[src/rtl/alu_acc_if.sv]
// Operand/result bus between operand mux B, the control sequencer and the accumulator stage.
// slave = accumulator side, master = the block that issues operations.
interface alu_acc_if #(
  parameter int DATA_WIDTH = 11
) ();
  logic [DATA_WIDTH-1:0] mux_B_in;
  logic [2:0]            op_sel;
  logic                  op_valid;
  logic                  busy;
  logic                  done;
  logic [DATA_WIDTH-1:0] acc_out;
  logic                  zero_flag;
  logic                  negative_flag;
  logic                  carry_flag;

  modport master (
    output mux_B_in, op_sel, op_valid,
    input  busy, done, acc_out, zero_flag, negative_flag, carry_flag
  );

  modport slave (
    input  mux_B_in, op_sel, op_valid,
    output busy, done, acc_out, zero_flag, negative_flag, carry_flag
  );
endinterface

[src/rtl/alu_acc.sv]
// Accumulator stage behind operand mux B: single-cycle LDA/ADD/SUB/AND/OR/XOR/NOT and an
// optional shift-add multiply built only when ALU_ACC_MUL_EN is defined (otherwise op 7 is a NOP).
module alu_acc #(
  parameter int DATA_WIDTH = 11
) (
  input logic       clk,
  input logic       reset,
  alu_acc_if.slave  bus
);
  localparam logic [2:0] OP_LDA = 3'd0;
  localparam logic [2:0] OP_ADD = 3'd1;
  localparam logic [2:0] OP_SUB = 3'd2;
  localparam logic [2:0] OP_AND = 3'd3;
  localparam logic [2:0] OP_OR  = 3'd4;
  localparam logic [2:0] OP_XOR = 3'd5;
  localparam logic [2:0] OP_NOT = 3'd6;
  localparam logic [2:0] OP_MUL = 3'd7;

  typedef enum logic [1:0] {IDLE, MUL, FIN} state_t;

  state_t                state;
  logic [DATA_WIDTH-1:0] acc;
  logic                  carry;
  logic                  busy_q;
  logic                  done_q;

  // Both arithmetic results are one bit wider so the top bit is the carry / not-borrow.
  logic [DATA_WIDTH:0]   sum_add;
  logic [DATA_WIDTH:0]   sum_sub;

  assign sum_add = {1'b0, acc} + {1'b0, bus.mux_B_in};
  assign sum_sub = {1'b0, acc} + {1'b0, ~bus.mux_B_in} + {{DATA_WIDTH{1'b0}}, 1'b1};

`ifdef ALU_ACC_MUL_EN
  localparam int CW = (DATA_WIDTH > 1) ? $clog2(DATA_WIDTH) : 1;

  logic [DATA_WIDTH-1:0] mcand;
  logic [DATA_WIDTH-1:0] mplr;
  logic [DATA_WIDTH-1:0] partial;
  logic [DATA_WIDTH-1:0] partial_nxt;
  logic [CW-1:0]         cnt;

  // Only the low DATA_WIDTH product bits are kept, so the partial sum never needs widening.
  assign partial_nxt = partial + (mplr[0] ? mcand : '0);
`endif

  always_ff @(posedge clk) begin
    if (reset) begin
      state  <= IDLE;
      acc    <= '0;
      carry  <= 1'b0;
      busy_q <= 1'b0;
      done_q <= 1'b0;
`ifdef ALU_ACC_MUL_EN
      mcand   <= '0;
      mplr    <= '0;
      partial <= '0;
      cnt     <= '0;
`endif
    end else begin
      done_q <= 1'b0;
      case (state)
        IDLE: begin
          if (bus.op_valid) begin
            state  <= FIN;
            done_q <= 1'b1;
            case (bus.op_sel)
              OP_LDA: acc <= bus.mux_B_in;
              OP_ADD: {carry, acc} <= sum_add;
              OP_SUB: {carry, acc} <= sum_sub;
              OP_AND: acc <= acc & bus.mux_B_in;
              OP_OR:  acc <= acc | bus.mux_B_in;
              OP_XOR: acc <= acc ^ bus.mux_B_in;
              OP_NOT: acc <= ~acc;
              OP_MUL: begin
`ifdef ALU_ACC_MUL_EN
                state   <= MUL;
                done_q  <= 1'b0;
                busy_q  <= 1'b1;
                mcand   <= acc;
                mplr    <= bus.mux_B_in;
                partial <= '0;
                cnt     <= '0;
`endif
              end
              default: ;
            endcase
          end
        end
        MUL: begin
`ifdef ALU_ACC_MUL_EN
          partial <= partial_nxt;
          mcand   <= mcand << 1;
          mplr    <= mplr >> 1;
          cnt     <= cnt + CW'(1);
          if (cnt == CW'(DATA_WIDTH - 1)) begin
            acc    <= partial_nxt;
            busy_q <= 1'b0;
            done_q <= 1'b1;
            state  <= FIN;
          end
`else
          state <= IDLE;
`endif
        end
        FIN:     state <= IDLE;
        default: state <= IDLE;
      endcase
    end
  end

  assign bus.acc_out       = acc;
  assign bus.zero_flag     = (acc == '0);
  assign bus.negative_flag = acc[DATA_WIDTH-1];
  assign bus.carry_flag    = carry;
  assign bus.busy          = busy_q;
  assign bus.done          = done_q;
endmodule
[src/flat_wrapper.sv]
// flat-port wrapper written by rule: the top's interface ports become plain ports
module alu_acc_flat 
#(
  parameter int DATA_WIDTH = 11
)
  (clk, reset, bus_mux_B_in, bus_op_sel, bus_op_valid, bus_busy, bus_done, bus_acc_out, bus_zero_flag, bus_negative_flag, bus_carry_flag);
  alu_acc_if #(.DATA_WIDTH(DATA_WIDTH)) bus_i ();
  input logic clk;
  input logic reset;
  input wire logic [$bits(bus_i.mux_B_in)-1:0] bus_mux_B_in;
  input wire logic [$bits(bus_i.op_sel)-1:0] bus_op_sel;
  input wire logic [$bits(bus_i.op_valid)-1:0] bus_op_valid;
  output wire logic [$bits(bus_i.busy)-1:0] bus_busy;
  output wire logic [$bits(bus_i.done)-1:0] bus_done;
  output wire logic [$bits(bus_i.acc_out)-1:0] bus_acc_out;
  output wire logic [$bits(bus_i.zero_flag)-1:0] bus_zero_flag;
  output wire logic [$bits(bus_i.negative_flag)-1:0] bus_negative_flag;
  output wire logic [$bits(bus_i.carry_flag)-1:0] bus_carry_flag;
  assign bus_i.mux_B_in = bus_mux_B_in;
  assign bus_i.op_sel = bus_op_sel;
  assign bus_i.op_valid = bus_op_valid;
  assign bus_busy = bus_i.busy;
  assign bus_done = bus_i.done;
  assign bus_acc_out = bus_i.acc_out;
  assign bus_zero_flag = bus_i.zero_flag;
  assign bus_negative_flag = bus_i.negative_flag;
  assign bus_carry_flag = bus_i.carry_flag;
  alu_acc #(.DATA_WIDTH(DATA_WIDTH)) u_core (.clk(clk), .reset(reset), .bus(bus_i));
endmodule
[config.mk]
export PLATFORM = sky130hd
export DESIGN_NAME = alu_acc_flat
export DESIGN_NICKNAME = d
export VERILOG_FILES = /design/src/rtl/alu_acc_if.sv /design/src/rtl/alu_acc.sv /design/src/flat_wrapper.sv
export SDC_FILE = /design/constraint.sdc
export NUM_CORES = 1
export LEC_CHECK = 0
export ABC_AREA = 1
export CAP_MARGIN = 20
export CORE_ASPECT_RATIO = 0.5
export CORE_MARGIN = 2
export CORE_UTILIZATION = 53
export DETAILED_ROUTE_END_ITERATION = 6
export PLACE_DENSITY = 0.77
export RECOVER_POWER = 50
export SLEW_MARGIN = 20
export SYNTH_ARGS = -nofsm -noshare
export SYNTH_HDL_FRONTEND = slang
export SYNTH_SLANG_ARGS = --single-unit
[constraint.sdc]
create_clock -name clk -period 2.7 [get_ports clk]
set_clock_uncertainty 0.15 [all_clocks]
set_input_delay 0.405 -clock clk [delete_from_list [all_inputs] [get_ports clk]]
set_output_delay 0.405 -clock clk [all_outputs]
set_load 0.01 [all_outputs]
### Word level (Yosys, flattened, before mapping)

Cells that the tools add are included.
W data, S select, Z words.

* flip-flop bits (word level): 14
* input port bits: 17
* output and inout bits: 16
* logic and storage cells: 30

* $add $sub $neg: 3
* equal/unequal tests: 6
* multiplexer cells: 3
* bitwise gates (word level): 6
* reduce and logical (&&, ||, !) cells: 8

Operators with widths (number)
* $pmux W11 S7: 1
* $add A11 B11 Y12: 2
* $not A11 Y11: 2
* $add A12 B1 Y12 const B: 1
* $and A11 B11 Y11: 1
* $logic_not A11 Y1: 1
* $or A11 B11 Y11: 1
* $xor A11 B11 Y11: 1
* $eq A3 B3 Y1 const B: 3
* $reduce_bool A7 Y1: 1
* $eq A3 B2 Y1 const B: 2
* $reduce_and A3 Y1: 2
* $eq A3 B1 Y1 const B: 1
* $logic_not A3 Y1: 1
* $logic_not A2 Y1: 1
* $pmux W1 S2: 1
* $reduce_bool A2 Y1: 1
* $reduce_or A2 Y1: 1
* $mux W1: 1
* $not A1 Y1: 1

### Logic depth before layout (Yosys ltp)

* depth in word-level cells: 4
* depth in mapped cells: 15

### Worst setup path after synthesis

OpenSTA, ideal clock, no wires.

* path type: register to register
* from: register u_core.acc[0], in the netlist u_core.bus.acc_out[0]
* to: register u_core.acc[6], in the netlist u_core.bus.acc_out[6]
* library setup time: 0.132 ns
* arrival: 1.745 ns
* data required time: 2.418 ns
* setup slack: 0.673 ns
* cell stages (with the launch flop): 12
* path buffers: 0
* cells stage by stage: dfxtp_1 -> inv_1 -> ha_1 -> fa_1 -> inv_1 -> nand3_1 -> nand3_1 -> nor2_1 -> o21ai_0 -> nand3_1 -> nand2_1 -> a21oi_1

* word-level cells in the longest chain between the ends: 3

RTL lines
* start: declaration: line alu_acc.sv:22 `logic [DATA_WIDTH-1:0] acc;`
* start signal: assignment: line alu_acc.sv:68 `OP_LDA: acc <= bus.mux_B_in;`
* start signal: assignment: line alu_acc.sv:69 `OP_ADD: {carry, acc} <= sum_add;`
* start signal: assignment: line alu_acc.sv:70 `OP_SUB: {carry, acc} <= sum_sub;`
* $add A11 B11 Y12: line alu_acc.sv:32 `assign sum_sub = {1'b0, acc} + {1'b0, ~bus.mux_B_in} + {{DATA_WIDTH{1'b0}}, 1'b1};`
* $add A12 B1 Y12: line alu_acc.sv:32
* $pmux W11 S7 (*): line alu_acc.sv:67 `case (bus.op_sel)`

Mark *: on every way between the ends. The rest lies on a longest branch, timed or not.
A chain may end at the register's enable or synchronous reset.

### Worst setup path after layout

* from: input bus_mux_B_in[4]
* to: register u_core.carry, in the netlist u_core.bus.carry_flag

* word-level cells in the longest chain between the ends: 4

RTL lines
* start: declaration: line flat_wrapper.sv:10 `input wire logic [$bits(bus_i.mux_B_in)-1:0] bus_mux_B_in;`
* $not A11 Y11: line alu_acc.sv:32
* $add A11 B11 Y12: line alu_acc.sv:32
* $add A12 B1 Y12: line alu_acc.sv:32
* $pmux W1 S2 (*): line alu_acc.sv:67
* end signal: assignment: line alu_acc.sv:69
* end signal: assignment: line alu_acc.sv:70
* end: declaration: line alu_acc.sv:23 `logic carry;`

Marked as above.

==> flow_metrics.env <==
export IMPL_multiInputGateArea_um2=1850
export IMPL_htree_levels=1
export IMPL_register_area_um2=280
export IMPL_r2r_slack_ns=0.31
export IMPL_core_um2=4400
export IMPL_wirelength_um=9100
export IMPL_grt_pass1_vias=2936
export IMPL_num_rows=17
export IMPL_hold_path_class="reg -> reg"
export IMPL_drtIter0Drc=325
export IMPL_grtUsageTotal=0.361
export IMPL_crit_path_max_fanout=8
export IMPL_path_clk_slew_ns=0.07
export IMPL_period_minus_slack_ns=2.53
export IMPL_area_growth_syn_to_layout_pct=24.5
export IMPL_status="completed"
export IMPL_postCtsHoldBufs=0
export IMPL_holdPathEnd="u_core.bus.done"
export IMPL_power_density_nw_per_um2=347
export IMPL_grt_busiest_layer="met2"
export IMPL_holdCritStartpoint="u_core.state[1]"
export IMPL_cp_data_arrival_time_ns=2.50
export IMPL_vias=3168
export IMPL_numCtsBuffers=3
export IMPL_p_leak_uw=0.00161
export IMPL_drc=0
export IMPL_clockRootBuffer="clkbuf_8"
export IMPL_finalSetupViolCount=0
export IMPL_met3_usage=0.0968
export IMPL_avgSynthCellArea_um2=5.78
export IMPL_r2r_end="u_core.bus.carry_flag"
export IMPL_post_route_period_util=0.939
export IMPL_ys_ff_latch=14
export IMPL_synth_nets=477
export IMPL_die_h_um=52.0
export IMPL_layout_common_cells="nand2_1 (109), inv_1 (61), nand3_1 (56), ha_1 (36), a21oi_1 (33)"
export IMPL_critPathKind="in -> reg"
export IMPL_grt_pass1_wl_um=14200
export IMPL_holdPathStages=1
export IMPL_synth_cell_type_count=31
export IMPL_hold_ws_ns=0.306
export IMPL_cts_num_sinks=14
export IMPL_finalMaxSlewViolations=0
export IMPL_grt_overflow_total=0
export IMPL_portBuffers=31
export IMPL_rsz0062_at_grt="no"
export IMPL_end_kind="flop"
export IMPL_yosysWarnings=0
export IMPL_drtAntennaViolNets=0
export IMPL_die_area_um2=5200
export IMPL_start_util=0.554
export IMPL_synth_area_um2=2440
export IMPL_cp_required_ns=2.67
export IMPL_place_gp_congestion=0.988
export IMPL_yosysSeqAreaShare=0.115
export IMPL_io_pins=33
export IMPL_drive_gt1_frac=0.0882
export IMPL_reg2reg_depth=11
export IMPL_wl_per_cell_um=17.1
export IMPL_use_met2=0.562
export IMPL_worst_pin_slew_ns=0.609
export IMPL_cap_violations=0
export IMPL_cts_resized=0
export IMPL_final_common_cell="nand2_1"
export IMPL_dr_pass1_iters=5
export IMPL_clkLatencyLatePin_ns=0.26
export IMPL_max_vdd_ir_drop_mv=0.236
export IMPL_tritoncts="yes"
export IMPL_hold_viol=0
export IMPL_diodes=0
export IMPL_dp_hpwl_um=7230
export IMPL_n_fill_cell=396
export IMPL_grt_max_degree=14
export IMPL_chipWidth_um=100
export IMPL_vias_per_cell=5.94
export IMPL_timing_rr_start="u_core.bus.acc_out[4]"
export IMPL_clock_tree_buffer_depth=2
export IMPL_relSlewSlack=0.593
export IMPL_antenna_found_initial=0
export IMPL_fin_nets=532
export IMPL_netlist_instances=422
export IMPL_cts_setup_buffers=0
export IMPL_timing_fmax_ghz=0.395
export IMPL_total_power_uw=1060
export IMPL_start_kind="input pin"
export IMPL_grt_use_met1=0.488
-- report_power, final --
| part | internal [uW] | switching, uW | total [uW] |
|---|---|---|---|
| Clock | 130 | 95.3 | 225 |
| Combinational | 231 | 353 | 584 |
| Sequential | 223 | 23.8 | 246 |
-- worst max-delay path by stage --
| stage | start | to | slack (ns) |
|---|---|---|---|
| floorplan | u_core.bus.acc_out[0] | u_core.bus.acc_out[6] | 0.67 |
| global placement | bus_mux_B_in[4] | u_core.bus.acc_out[9] | -0.01 |
| detailed placement | bus_mux_B_in[0] | u_core.bus.acc_out[6] | -0.02 |
| CTS | bus_mux_B_in[4] | u_core.bus.carry_flag | 0.25 |
| global route | bus_mux_B_in[2] | u_core.bus.acc_out[9] | 0.07 |
| finish | bus_mux_B_in[4] | u_core.bus.carry_flag | 0.17 |
-- cell type report --
type | instances | area share
clock buffers | 4 | 0.0181
well taps | 57 | 0.0235
inverters | 66 | 0.0815
repair buffers | 61 | 0.176
multi-input cells | 331 | 0.608
flip-flops and latches | 14 | 0.0922
-- critical path: stages --
cell and delay (ns):
clkdlybuf4s50_1 0.49, inv_1 0.07, ha_1 0.43, inv_1 0.09, a21oi_1 0.28, nor2_1 0.11, o21ai_0 0.16, nand3_1 0.10
nand2_1 0.08, nand2_1 0.13, nand3_1 0.10, a21oi_1 0.06
-- sequential cells by signal (all words and copies together) (netlist names) --
| name | cells |
|---|---|
| u_core.state | 1 |
| u_core.bus.acc_out | 11 |
| u_core.bus.carry_flag | 1 |
| u_core.bus.done | 1 |
-- Yosys cell counts --
cell type / number / share of area
nor2_1: 31 / 0.048
nand3b_1: 1 / 0.0031
nand2_1: 109 / 0.17
nor2_4: 1 / 0.0046
nand4_1: 9 / 0.023
dfxtp_1: 14 / 0.11
o21bai_1: 1 / 0.0031
fa_1: 2 / 0.016
o21ai_1: 1 / 0.0020
conb_1: 1 / 0.0015
inv_2: 4 / 0.0061
nand3_2: 2 / 0.0082
clkinv_1: 1 / 0.0015
o2bb2ai_1: 1 / 0.0036
a22oi_1: 1 / 0.0031
nor2_2: 1 / 0.0026
buf_4: 4 / 0.012
o2111ai_1: 1 / 0.0036
o21ai_0: 16 / 0.033
nand3_1: 56 / 0.11
inv_1: 61 / 0.094
nor3_1: 13 / 0.027
o22ai_1: 9 / 0.023
buf_2: 5 / 0.010
ha_1: 36 / 0.18
a31oi_1: 2 / 0.0051
o211ai_1: 3 / 0.0092
clkbuf_1: 1 / 0.0015
a21oi_1: 33 / 0.068
clkbuf_2: 1 / 0.0020
a221oi_1: 1 / 0.0036
-- per-layer routing --
layer  share of wire  wire length [um]
met4           0.025               228
met5               0                 0
met1            0.43              3930
met2            0.41              3730
met3            0.13              1220
-- kinds of logic (layout without fill, tap and decap cells) --
family / after synthesis / count (layout) / share of synthesized area
AO/OA/AOI/OAI: 69 / 69 / 0.157
adder cells (fa/ha/maj): 38 / 38 / 0.201
buffers and inverters: 77 / 131 / 0.128
flip-flops: 14 / 14 / 0.115
other: 1 / 1 / 0.00154
AND/OR/NAND/NOR: 223 / 223 / 0.398
-- metrics by stage --
| step | area [um2] | TNS (ns) | setup WS (ns) | instances | utilization |
|---|---|---|---|---|---|
| finish | 3040 | 0 | 0.165 | 533 | 0.690 |
| detailed placement | 2980 | -0.0330 | -0.0173 | 529 | 0.678 |
| CTS | 3040 | 0 | 0.249 | 533 | 0.690 |
| global route | 3040 | 0 | 0.0702 | 533 | 0.690 |
| global placement | 2980 | -0.0111 | -0.0100 | 529 | 0.678 |
| floorplan | 2440 | 0 | 0.673 | 422 | - |
No activity file was read; power rests on OpenSTA's default activity.
